===== src/rtl/d16_loader_pkg.sv =====
// d16_loader_pkg: shared types and constants for the blkmem load-packet parser.
package d16_loader_pkg;

    typedef enum logic [3:0] {
        S_IDLE,
        S_LEN_H,
        S_LEN_L,
        S_ADR_H,
        S_ADR_L,
        S_DAT_H,
        S_DAT_L,
        S_CSUM
    } state_e;

    localparam logic [7:0] SYNC_DEFAULT = 8'hA5;

    // Byte positions of the fixed packet header; data words follow, then the checksum.
    localparam int F_SYNC    = 0;
    localparam int F_LEN_H   = 1;
    localparam int F_LEN_L   = 2;
    localparam int F_ADDR_H  = 3;
    localparam int F_ADDR_L  = 4;
    localparam int HDR_BYTES = 5;

endpackage


===== src/rtl/blkmem_loader.sv =====
// blkmem_loader: parses framed load packets from a UART byte stream and writes
// the assembled 16-bit words into blkmem, with checksum and inter-byte timeout.
module blkmem_loader
    import d16_loader_pkg::*;
#(
    parameter int         DEPTH   = 12,
    parameter int         TIMEOUT = 1000000,
    parameter logic [7:0] SYNC    = SYNC_DEFAULT
) (
    input  logic             i_clk,
    input  logic             i_reset,
    input  logic [7:0]       i_rx_dat,
    input  logic             i_rx_valid,
    output logic [15:0]      o_dat,
    output logic [DEPTH-1:0] o_addr,
    output logic             o_we,
    output logic             o_cyc,
    output logic             o_busy,
    output logic             o_done,
    output logic             o_err
);

    localparam int TW = $clog2(TIMEOUT + 1);

    state_e           state_q, state_d;
    logic [15:0]      len_q, len_d;
    logic [DEPTH-1:0] ptr_q, ptr_d;
    logic [7:0]       hi_q, hi_d;
    logic [7:0]       sum_q, sum_d;
    logic [TW-1:0]    tmo_q, tmo_d;
    logic [15:0]      dat_q, dat_d;
    logic [DEPTH-1:0] addr_q, addr_d;
    logic             we_q, we_d;
    logic             busy_q, busy_d;
    logic             done_q, done_d;
    logic             err_q, err_d;
    logic [15:0]      adr_full;
    logic             tmo_hit;
    logic             sync_hit;
    logic             csum_rx;

    assign adr_full = {hi_q, i_rx_dat};
    // A strobe in the expiry cycle still counts as activity and wins over the timeout.
    assign tmo_hit  = (state_q != S_IDLE) && !i_rx_valid && (tmo_q == TW'(TIMEOUT - 1));
    assign sync_hit = (state_q == S_IDLE) && i_rx_valid && (i_rx_dat == SYNC);
    assign csum_rx  = (state_q == S_CSUM) && i_rx_valid;

    always_ff @(posedge i_clk) begin
        if (i_reset) begin
            state_q <= S_IDLE;
            len_q   <= '0;
            ptr_q   <= '0;
            hi_q    <= '0;
            sum_q   <= '0;
            tmo_q   <= '0;
            dat_q   <= '0;
            addr_q  <= '0;
            we_q    <= 1'b0;
            busy_q  <= 1'b0;
            done_q  <= 1'b0;
            err_q   <= 1'b0;
        end else begin
            state_q <= state_d;
            len_q   <= len_d;
            ptr_q   <= ptr_d;
            hi_q    <= hi_d;
            sum_q   <= sum_d;
            tmo_q   <= tmo_d;
            dat_q   <= dat_d;
            addr_q  <= addr_d;
            we_q    <= we_d;
            busy_q  <= busy_d;
            done_q  <= done_d;
            err_q   <= err_d;
        end
    end

    always_comb begin
        state_d = state_q;
        len_d   = len_q;
        ptr_d   = ptr_q;
        hi_d    = hi_q;
        sum_d   = sum_q;
        tmo_d   = (state_q == S_IDLE || i_rx_valid) ? '0 : tmo_q + 1'b1;
        if (tmo_hit) begin
            state_d = S_IDLE;
        end else if (i_rx_valid) begin
            case (state_q)
                S_IDLE: begin
                    state_d = sync_hit ? S_LEN_H : S_IDLE;
                    sum_d   = sync_hit ? 8'h00 : sum_q;
                end
                S_LEN_H: begin
                    len_d[15:8] = i_rx_dat;
                    state_d     = S_LEN_L;
                end
                S_LEN_L: begin
                    len_d[7:0] = i_rx_dat;
                    state_d    = S_ADR_H;
                end
                S_ADR_H: begin
                    hi_d    = i_rx_dat;
                    state_d = S_ADR_L;
                end
                S_ADR_L: begin
                    ptr_d   = adr_full[DEPTH-1:0];
                    state_d = (len_q == 16'd0) ? S_CSUM : S_DAT_H;
                end
                S_DAT_H: begin
                    hi_d    = i_rx_dat;
                    sum_d   = sum_q + i_rx_dat;
                    state_d = S_DAT_L;
                end
                S_DAT_L: begin
                    sum_d   = sum_q + i_rx_dat;
                    ptr_d   = ptr_q + 1'b1;
                    len_d   = len_q - 16'd1;
                    state_d = (len_q == 16'd1) ? S_CSUM : S_DAT_H;
                end
                default: state_d = S_IDLE;
            endcase
        end
    end

    always_comb begin
        we_d   = (state_q == S_DAT_L) && i_rx_valid;
        dat_d  = we_d ? {hi_q, i_rx_dat} : dat_q;
        addr_d = we_d ? ptr_q : addr_q;
        busy_d = state_d != S_IDLE;
        done_d = csum_rx && (i_rx_dat == sum_q);
        err_d  = (tmo_hit || (csum_rx && i_rx_dat != sum_q)) ? 1'b1 :
                 sync_hit ? 1'b0 : err_q;
    end

    assign o_dat  = dat_q;
    assign o_addr = addr_q;
    assign o_we   = we_q;
    assign o_cyc  = we_q;
    assign o_busy = busy_q;
    assign o_done = done_q;
    assign o_err  = err_q;

endmodule


===== config.mk =====
export PLATFORM = sky130hd
export DESIGN_NAME = blkmem_loader
export DESIGN_NICKNAME = d
export VERILOG_FILES = /design/src/rtl/d16_loader_pkg.sv /design/src/rtl/blkmem_loader.sv
export SDC_FILE = /design/constraint.sdc
export NUM_CORES = 1
export LEC_CHECK = 0
export ABC_AREA = 1
export ABC_CLOCK_PERIOD_IN_PS = 4300
export CAP_MARGIN = 30
export CORE_ASPECT_RATIO = 2
export CORE_MARGIN = 1.5
export CORE_UTILIZATION = 50
export DETAILED_ROUTE_END_ITERATION = 8
export GPL_TIMING_DRIVEN = 0
export PLACE_DENSITY = 0.7
export SETUP_SLACK_MARGIN = 0.5
export SKIP_LAST_GASP = 1
export SLEW_MARGIN = 20
export SYNTH_ARGS = -nofsm -noshare
export SYNTH_HDL_FRONTEND = slang
export SYNTH_SLANG_ARGS = --single-unit

===== constraint.sdc =====
create_clock -name i_clk -period 4.3 [get_ports i_clk]
set_input_delay 0.86 -clock i_clk [delete_from_list [all_inputs] [get_ports i_clk]]
set_output_delay 0.86 -clock i_clk [all_outputs]
set_load 0.02 [all_outputs]

==> impl_metrics.env <==
export IMPL_vias=5125
export IMPL_crit_path_end_kind="flop"
export IMPL_cts_tree="yes"
export IMPL_ys_warn_count=0
export IMPL_place_ws_ns=1.38
export IMPL_via_per_inst=5.45
export IMPL_ant_nets=0
export IMPL_rsz0062_at_grt="false"
export IMPL_avgSynthCellArea_um2=6.89
export IMPL_drt_iter0_markers=316
export IMPL_p_leak_nw=2.59
export IMPL_fin_ws_ns=1.75
export IMPL_gr_usage_met1_pct=28.4
export IMPL_post_cts_buffers=0
export IMPL_hp_class="reg2reg"
export IMPL_final_setup_viol_count=0
export IMPL_crit_required_ns=4.58
export IMPL_syn_inst=748
export IMPL_cp_max_fo=10
export IMPL_clock_latency_ns=0.35
export IMPL_grt_use_total_pct=29.0
export IMPL_dr_pass1_iters=5
export IMPL_die_area_um2=11000
export IMPL_wl_per_cell_um=15.8
export IMPL_final_common_cell="nand2_1"
export IMPL_clk_pin_slew_ns=0.07
export IMPL_placed_cells=926
export IMPL_fin_cells=941
export IMPL_clock_skew_ns=0.0115
export IMPL_hold_viol=0
export IMPL_start_util_pct=51.1
export IMPL_cpMostUsedCell="clkbuf_1"
export IMPL_finalSetupTns_ns=0
export IMPL_syn_nets=772
export IMPL_gp_congestion=0.976
export IMPL_core_um2=10100
export IMPL_die_y_um=147
export IMPL_worstMarginPinSlew_ns=0.644
export IMPL_route_detailed_drc=0
export IMPL_max_freq_mhz=391
export IMPL_drive_gt1_share_pct=7.82
export IMPL_gr_total_overflow=0
export IMPL_min_period_ns=2.55
export IMPL_wl_um=14900
export IMPL_crit_slowest_cell="clkdlybuf4s50_1"
export IMPL_io_buffer_count=43
export IMPL_die_x_um=74.8
export IMPL_nets=826
export IMPL_grtUsageMet3_pct=4.97
export IMPL_top_usage_layer="met2"
export IMPL_finalCritPeriodShare_pct=59.4
export IMPL_rows=52
export IMPL_n_antenna_cell=0
export IMPL_ys_seq_area_share_pct=38.8
export IMPL_vdd_drop_max_uv=219
export IMPL_syn_area_um2=5160
export IMPL_crit_family="buffers and inverters"
export IMPL_regToRegSetupSlack_ns=2.54
export IMPL_antenna_found_initial=0
export IMPL_ctsResizeCount=0
export IMPL_grt_pass1_wl_um=24100
export IMPL_synthToLayoutAreaGrowth_pct=16.9
export IMPL_p_per_area_nw_per_um2=292
export IMPL_cts_sinks=100
export IMPL_worst_setup_path_type="in2reg"
export IMPL_grt_max_degree=18
export IMPL_maxSlewViolCount=0
export IMPL_clock_root_buffer="clkbuf_16"
export IMPL_grt_pass1_vias=5102
export IMPL_synth_cell_types=39
export IMPL_cp_cell_sequence="clkdlybuf4s50_1, inv_1, clkbuf_1, clkbuf_1, o21ai_0, nor2_1"
export IMPL_h_tree_depth=3
export IMPL_path_buf_inv=4
export IMPL_fin_area_um2=6030
export IMPL_placed_area_um2=5760
export IMPL_grt_met2_usage_pct=52.5
export IMPL_status="complete, no violations"
export IMPL_dp_hpwl_um=11500
export IMPL_startpoint_type="input port"
export IMPL_io_pins=44
export IMPL_final_cell_mix="nand2_1 (149), nor2_1 (114), dfxtp_1 (100)"
export IMPL_slowest_delay_ns=0.53
export IMPL_max_cap_viol_count=0
export IMPL_crit_arrival_ns=2.84
export IMPL_numCtsBuffers=9
export IMPL_slew_headroom_pct=57.1
export IMPL_final_util_pct=59.8
export IMPL_synth_seq_cells=100
export IMPL_holdBufCountCts=0
export IMPL_clock_path_buffers=2
## metal layers
layer  vias up  wire (µm)  part of all wire, %
met5         -          0                    0
met4         0        924                  6.2
met3        55        482                  3.2
met2       127       8230                   55
met1      2386       5280                   35
li1       2557          -                    -
## synth_stat cells, drive strengths merged
library cell / count / area [µm²]
nand4: 16 / 121
nor3b: 1 / 12.5
nand2: 154 / 596
o22ai: 5 / 31.3
ha: 12 / 150
fa: 1 / 20.0
or2: 7 / 43.8
xnor2: 4 / 35.0
inv: 73 / 274
buf: 18 / 113
nor2b: 1 / 6.26
o21ai: 70 / 350
nand3b: 2 / 15.0
nor2: 123 / 499
nor3: 13 / 76.3
and3: 1 / 6.26
a21oi: 72 / 372
nand3: 41 / 215
clkbuf: 10 / 37.5
xor2: 9 / 78.8
a211oi: 1 / 7.51
o21a: 4 / 30.0
a31oi: 8 / 50.1
o211ai: 1 / 7.51
dfxtp: 100 / 2000
nor4: 1 / 6.26
## power breakdown
group / switching (W) / total [W] / internal, W
combinational: 0.0000469 / 0.0000664 / 0.0000195
clock: 0.000372 / 0.000766 / 0.000393
sequential: 0.000000105 / 0.000925 / 0.000925
## through the flow
step	hold WS (ns)	power [W]
finish	0.470	0.00176
CTS	0.473	0.00177
global placement	0.452	0.00101
detailed placement	0.461	0.00101
global route	0.493	0.00181
floorplan	0.440	0.000978
## worst reg2reg max path, cell delays in order, from the launching register on
cell and delay (ns):
dfxtp_1 0.40, ha_1 0.22, nand2_1 0.10, nor3_1 0.37, nand2_1 0.15, nor2_1 0.15, nand3_1 0.09, a21oi_1 0.13
nor2_1 0.06
## area by class of cell
class                   instances  area (µm²)
clock buffers                   9         225
repair buffers                 43         430
inverters                      73         274
well taps                     135         169
plain buffers                  28         150
flip-flops and latches        100        2000
clock inverters                 6        47.5
multi-input cells             547        2730
fillers                       971        4060
## sequential cells by signal, indices dropped and copies added, names as in the netlist
register	flops
len_q	16
o_busy	1
o_cyc	1
tmo_q	20
state_q	4
o_dat	16
ptr_q	12
o_done	1
o_err	1
hi_q	8
sum_q	8
o_addr	12
## logic make-up after synthesis
family	Yosys count	share of synthesized area, %
compound gates	161	16.5
xor+xnor	13	2.21
fa+ha+maj	13	3.30
buf+inv	101	8.23
flops	100	38.8
simple gates	360	31.0
## final timing paths
check	depth (start not counted)	start	endpoint
setup / recovery	6	i_reset	hi_q[2]
hold / removal	2	sum_q[0]	sum_q[0]
setup reg to reg	8	ptr_q[0]	ptr_q[10]
hold reg to reg	2	sum_q[0]	sum_q[0]
Power figures use the tool's default switching activity.
